File: src/rtl/reg_file_mp_pkg.sv
// Shared constants for the multi-port register file: write-extension modes
// and default geometry.
package reg_file_mp_pkg;

  localparam int DEF_WIDTH    = 32;
  localparam int DEF_NUM_REGS = 32;

  localparam logic [2:0] WR_WORD   = 3'd0;
  localparam logic [2:0] WR_HALF_Z = 3'd1;
  localparam logic [2:0] WR_BYTE_Z = 3'd2;
  localparam logic [2:0] WR_HALF_S = 3'd3;
  localparam logic [2:0] WR_BYTE_S = 3'd4;

endpackage

File: src/rtl/reg_wr_ext.sv
// Combinational write-data extender. Shared by the array write and the
// read bypass so both always see the same extended value.
module reg_wr_ext
  import reg_file_mp_pkg::*;
#(
  parameter int WIDTH = DEF_WIDTH
) (
  input  logic [WIDTH-1:0] wr_data_i,
  input  logic [2:0]       wr_mode_i,
  output logic [WIDTH-1:0] ext_data_o,
  output logic             mode_ok_o
);

  always_comb begin
    ext_data_o = '0;
    mode_ok_o  = 1'b1;
    case (wr_mode_i)
      WR_WORD:   ext_data_o = wr_data_i;
      WR_HALF_Z: ext_data_o = WIDTH'(wr_data_i[15:0]);
      WR_BYTE_Z: ext_data_o = WIDTH'(wr_data_i[7:0]);
      // Size cast of a signed operand replicates its top bit.
      WR_HALF_S: ext_data_o = WIDTH'($signed(wr_data_i[15:0]));
      WR_BYTE_S: ext_data_o = WIDTH'($signed(wr_data_i[7:0]));
      default:   mode_ok_o  = 1'b0;
    endcase
  end

endmodule

File: src/rtl/reg_file_mp.sv
// Multi-port integer register file with registered reads, write-to-read
// bypass, extending partial writes and a per-register busy scoreboard.
module reg_file_mp
  import reg_file_mp_pkg::*;
#(
  parameter int WIDTH    = DEF_WIDTH,
  parameter int NUM_REGS = DEF_NUM_REGS,
  parameter int ADDR_LEN = $clog2(NUM_REGS),
  parameter int NUM_RD   = 2
) (
  input  logic                       clk,
  input  logic                       rst,
  input  logic [NUM_RD-1:0]          rd_en,
  input  logic [NUM_RD*ADDR_LEN-1:0] rd_addr,
  output logic [NUM_RD*WIDTH-1:0]    rd_data,
  output logic [NUM_RD-1:0]          rd_valid,
  output logic [NUM_RD-1:0]          rd_busy,
  input  logic                       wr_en,
  input  logic [ADDR_LEN-1:0]        wr_addr,
  input  logic [WIDTH-1:0]           wr_data,
  input  logic [2:0]                 wr_mode,
  output logic                       wr_err,
  input  logic                       rsv_en,
  input  logic [ADDR_LEN-1:0]        rsv_addr
);

  // Read handshake: there is no ready. Every rd_en[i] sampled at an edge is
  // accepted and answered by rd_valid[i] for exactly one cycle after it.

  logic [WIDTH-1:0]        regs_q [NUM_REGS];
  logic [NUM_REGS-1:0]     busy_q, busy_d;
  logic [NUM_RD*WIDTH-1:0] rd_data_q, rd_data_d;
  logic [NUM_RD-1:0]       rd_busy_q, rd_busy_d;
  logic [NUM_RD-1:0]       rd_valid_q;
  logic                    wr_err_q;

  logic [WIDTH-1:0]    ext_data;
  logic                mode_ok;
  logic                wr_legal;
  logic                wr_do;
  logic [ADDR_LEN-1:0] rd_addr_w [NUM_RD];

  reg_wr_ext #(.WIDTH(WIDTH)) u_ext (
    .wr_data_i  (wr_data),
    .wr_mode_i  (wr_mode),
    .ext_data_o (ext_data),
    .mode_ok_o  (mode_ok)
  );

  assign wr_legal = wr_en & mode_ok;
  assign wr_do    = wr_legal & (wr_addr != '0);

  for (genvar g = 0; g < NUM_RD; g++) begin : g_addr
    assign rd_addr_w[g] = rd_addr[g*ADDR_LEN +: ADDR_LEN];
  end

  // Reserve is applied after the clear: a same-edge reserve marks a younger
  // producer and must win over the completing write.
  always_comb begin
    busy_d = busy_q;
    if (wr_legal) busy_d[wr_addr] = 1'b0;
    if (rsv_en)   busy_d[rsv_addr] = 1'b1;
    busy_d[0] = 1'b0;
  end

  always_comb begin
    rd_data_d = rd_data_q;
    rd_busy_d = rd_busy_q;
    for (int i = 0; i < NUM_RD; i++) begin
      if (rd_en[i]) begin
        if (rd_addr_w[i] == '0) begin
          rd_data_d[i*WIDTH +: WIDTH] = '0;
          rd_busy_d[i]                = 1'b0;
        end else begin
          if (wr_do && (wr_addr == rd_addr_w[i]))
            rd_data_d[i*WIDTH +: WIDTH] = ext_data;
          else
            rd_data_d[i*WIDTH +: WIDTH] = regs_q[rd_addr_w[i]];
          rd_busy_d[i] = busy_q[rd_addr_w[i]] &
                         ~(wr_legal && (wr_addr == rd_addr_w[i]));
        end
      end
    end
  end

  always_ff @(posedge clk or posedge rst) begin
    if (rst) begin
      for (int r = 0; r < NUM_REGS; r++) regs_q[r] <= '0;
    end else if (wr_do) begin
      regs_q[wr_addr] <= ext_data;
    end
  end

  always_ff @(posedge clk or posedge rst) begin
    if (rst) begin
      busy_q     <= '0;
      rd_data_q  <= '0;
      rd_busy_q  <= '0;
      rd_valid_q <= '0;
      wr_err_q   <= 1'b0;
    end else begin
      busy_q     <= busy_d;
      rd_data_q  <= rd_data_d;
      rd_busy_q  <= rd_busy_d;
      rd_valid_q <= rd_en;
      wr_err_q   <= wr_en & ~mode_ok;
    end
  end

  assign rd_data  = rd_data_q;
  assign rd_busy  = rd_busy_q;
  assign rd_valid = rd_valid_q;
  assign wr_err   = wr_err_q;

endmodule

File: config.mk
export PLATFORM = sky130hd
export DESIGN_NAME = reg_file_mp
export DESIGN_NICKNAME = d
export VERILOG_FILES = /design/src/rtl/reg_file_mp_pkg.sv /design/src/rtl/reg_wr_ext.sv /design/src/rtl/reg_file_mp.sv
export SDC_FILE = /design/constraint.sdc
export NUM_CORES = 2
export LEC_CHECK = 0
export BUFFER_PORTS_ARGS = -buffer_cell sky130_fd_sc_hd__buf_4
export CAP_MARGIN = 30
export CELL_PAD_IN_SITES_DETAIL_PLACEMENT = 1
export CELL_PAD_IN_SITES_GLOBAL_PLACEMENT = 1
export CORE_MARGIN = 4
export CORE_UTILIZATION = 45
export CTS_CLUSTER_DIAMETER = 30
export DETAILED_ROUTE_END_ITERATION = 10
export GPL_TIMING_DRIVEN = 0
export PLACE_DENSITY_LB_ADDON = 0.1
export SETUP_SLACK_MARGIN = 0.05
export SYNTH_ARGS = -nofsm -noshare
export SYNTH_HDL_FRONTEND = slang
export SYNTH_SLANG_ARGS = --single-unit
File: constraint.sdc
create_clock -name clk -period 36.2 [get_ports clk]
set_input_delay 3.62 -clock clk [delete_from_list [all_inputs] [get_ports clk]]
set_output_delay 3.62 -clock clk [all_outputs]
set_load 0.05 [all_outputs]
==> results.md <==
* Status: complete, no violations
* VDD IR max at 0.0000376 V
* Unique cell type count in the Yosys netlist at 54
* Die area at 0.133 mm2
* Cells taking the most area after synthesis: dfrtp_1 (49%), mux4_2 (19%), o21ai_0 (8.7%)
* Vias in the first global route at 50900
* Die Span X at 364 um
* CTS tree: done
* Actual slew at the worst max-slew pin at 1.15 ns
* CP max stage cell: a211oi_1
* Slowest stage delay, CP at 0.86 ns
* CTS hold repair buffers at 0
* Area leader, netlist: dfrtp_1
* Vias at 48500
* Seq/Total Area, Yosys at 0.492
* Final hold viol count at 0
* Clk root buf: clkbuf_16
* Worst Path Buf+Inv at 4
* Top cell type's share of synthesized area at 0.492
* Grt total ovfl at 0
* Clock-pin slew on the worst setup and hold paths at 0.05 ns
* Clk sinks at 1124
* Hpwl dp at 179 mm
* Cts repair resizes at 0
* Max Clock Skew at 0.0495 ns
* Layout cell share with drive strength beyond 1 at 0.220
* Post-Synthesis Cells at 5141
* Setup TNS at 0 ns
* Routed wire length at 244 mm
* Final Setup Violations at 0
* Gp weighted congestion at 0.945
* First-pass GRT wire length at 355 mm
* Post-route ant nets at 0
* Highest clock rate at 0.158 GHz
* Slew HR at 0.232
* Worst setup margin at 29.87 ns
* Crit path time final at 6.33 ns
* Cell area after synthesis at 0.0571 mm2
* Flops & latches, synth at 1124
* Slew Viols, Final at 0
* Post-CTS Setup Repair Bufs at 0
* Die height at 364 um
* Power Density at 66.4 mW/mm2
* Crit. End Element: register
* Cell mode on critical path: clkbuf_1
* Leak at 30.4 nW
* Vias per inst at 6.49
* Most common cell in the netlist: dfrtp_1
* Top FF cell, synth: dfrtp_1
* Worst path top cell family by delay: buffers and inverters
* CP max FO at 10
* Clock Path Buffers at 4
* P&R area growth vs syn at 23.8%
* Hold WC Path Type: register to register
* Core area at 0.126 mm2
* Syn avg cell area at 11.1 um2
* Critical Path RT at 36.97 ns
* CP Data Arrival Time at 7.10 ns
* Layout Nets at 5667
* Max-cap viol count at 0
* Clock Latency Late Sink at 0.90 ns
* H-tree levels at 5
* Largest net degree at the start of global routing at 131
* Post-synth EDFFs at 0
* Initial antenna violation count at 11
* Per-cell routed wire length at 32.6 um
* Site Rows at 130
* First drt pass iteration count at 5
* Total track usage at 0.368
* Critical path class: input port to register
* Top Ports at 130
* Post-route DRC violation count at 0
* IO buf count at 124
* Mapped Nets at 5202
* Crit-path cells: buf_4 > clkbuf_1 > or3b_2 > clkbuf_1 > clkbuf_1 > o22ai_1 > a211oi_1 > nand3_1 > o221ai_1
* RSZ-0062 raised after global routing: false
* Drt initial violations at 5719
* Worst slack, placed at 29.06 ns
* Critical path startpoint category: input port
* Initial Utilization at 0.454
* Final period util at 0.175
* CTS buffer count at 293
* Top cells by count, synth: dfrtp_1 (1124), nand2_1 (1075), o21ai_0 (996)
* Async S/R FF share, synth at 1.00
* Syn. warnings at 0
## layout make-up
type	instances	area [um2]
Buffer	569	2460
Multi-Input combinational cell	3402	26400
Clock buffer	383	8330
Timing Repair Buffer	170	1610
Fill cell	13100	55200
Clock inverter	120	1540
Sequential cell	1124	28100
Antenna cell	10	25.0
Tap cell	1650	2060
Inverter	46	180
## report_power, final
group          internal, mW  switching, mW  leakage, nW
logic                 0.218          0.346         10.4
clock network          1.83          0.803         4.85
registers              1.39          0.112         15.2
total                  3.43           1.26         30.4
## through the flow
| stage | util | instance area, um2 | power, mW | instances | hold slack, ns |
|---|---|---|---|---|---|
| 3_5_place_dp | 0.482 | 60700 | 2.05 | 6951 | 0.468 |
| 4_1_cts | 0.561 | 70600 | 4.69 | 7454 | 0.476 |
| 6_report | 0.562 | 70700 | 4.69 | 7474 | 0.473 |
| 5_1_grt | 0.562 | 70700 | 4.83 | 7464 | 0.497 |
| 3_3_place_gp | 0.478 | 60100 | 2.02 | 6915 | 0.451 |
| 2_1_floorplan | - | 57100 | 1.83 | 5141 | 0.441 |
## cells in the final DEF, fill, tap and decap left out, types with 10 or more instances in the layout
cell        count
o311ai_1       22
diode_2        10
a22oi_1        16
bufinv_16      32
o21ai_0       996
nand2_1      1075
inv_1          44
buf_1          21
a21oi_1        24
nand3_1        54
o21ai_1        39
clkbuf_8       53
or4_1          13
clkbuf_16     299
buf_4         151
o22ai_1        86
nand2b_1       46
mux2i_1       153
buf_2          82
dfrtp_1      1124
buf_8          22
nand3b_1       32
a22o_1         31
nor3_1         45
o31a_1         23
clkinvlp_4     18
mux4_1         13
clkbuf_1      467
o221ai_1       42
mux4_2        475
a221oi_1       30
clkinv_2       48
nor2_1         35
buf_6          15
mux2_2         44
or3_1          14
inv_6          12
a211oi_1       34
## per-layer routing
layer / vias to the layer above / global-route usage / part of all wire
li1: 19800 / - / -
met1: 25800 / 0.508 / 0.41
met2: 2475 / 0.560 / 0.45
met3: 453 / 0.103 / 0.10
met4: 8 / 0.136 / 0.038
met5: - / 0 / 0.00022
## cell families after synthesis
group	synth area share
buf+inv	0.0460
mux	0.229
flops	0.492
xor+xnor	0.00153
compound gates	0.134
simple gates	0.0980
## worst paths after layout
path	start	endpoint	slack, ns	cells past startpoint
max in group asynchronous	rst	regs_q[868]$_DFFE_PP0P_	31.10	5
hold reg to reg	regs_q[1011]$_DFFE_PP0P_	regs_q[1011]$_DFFE_PP0P_	0.47	1
setup / recovery	rd_addr[3]	rd_data[16]$_DFFE_PP0P_	29.87	9
hold / removal	regs_q[1011]$_DFFE_PP0P_	regs_q[1011]$_DFFE_PP0P_	0.47	1
setup reg to reg	regs_q[880]$_DFFE_PP0P_	rd_data[16]$_DFFE_PP0P_	33.91	5
min in group asynchronous	rst	regs_q[182]$_DFFE_PP0P_	2.90	2
## state kept, by name, indices dropped and copies added, names as in the netlist
register and cells:
rd_busy 2, rd_valid 2, wr_err 1, rd_data 64
regs_q 1024, busy_q 31
Power figures use the tool's default switching activity.
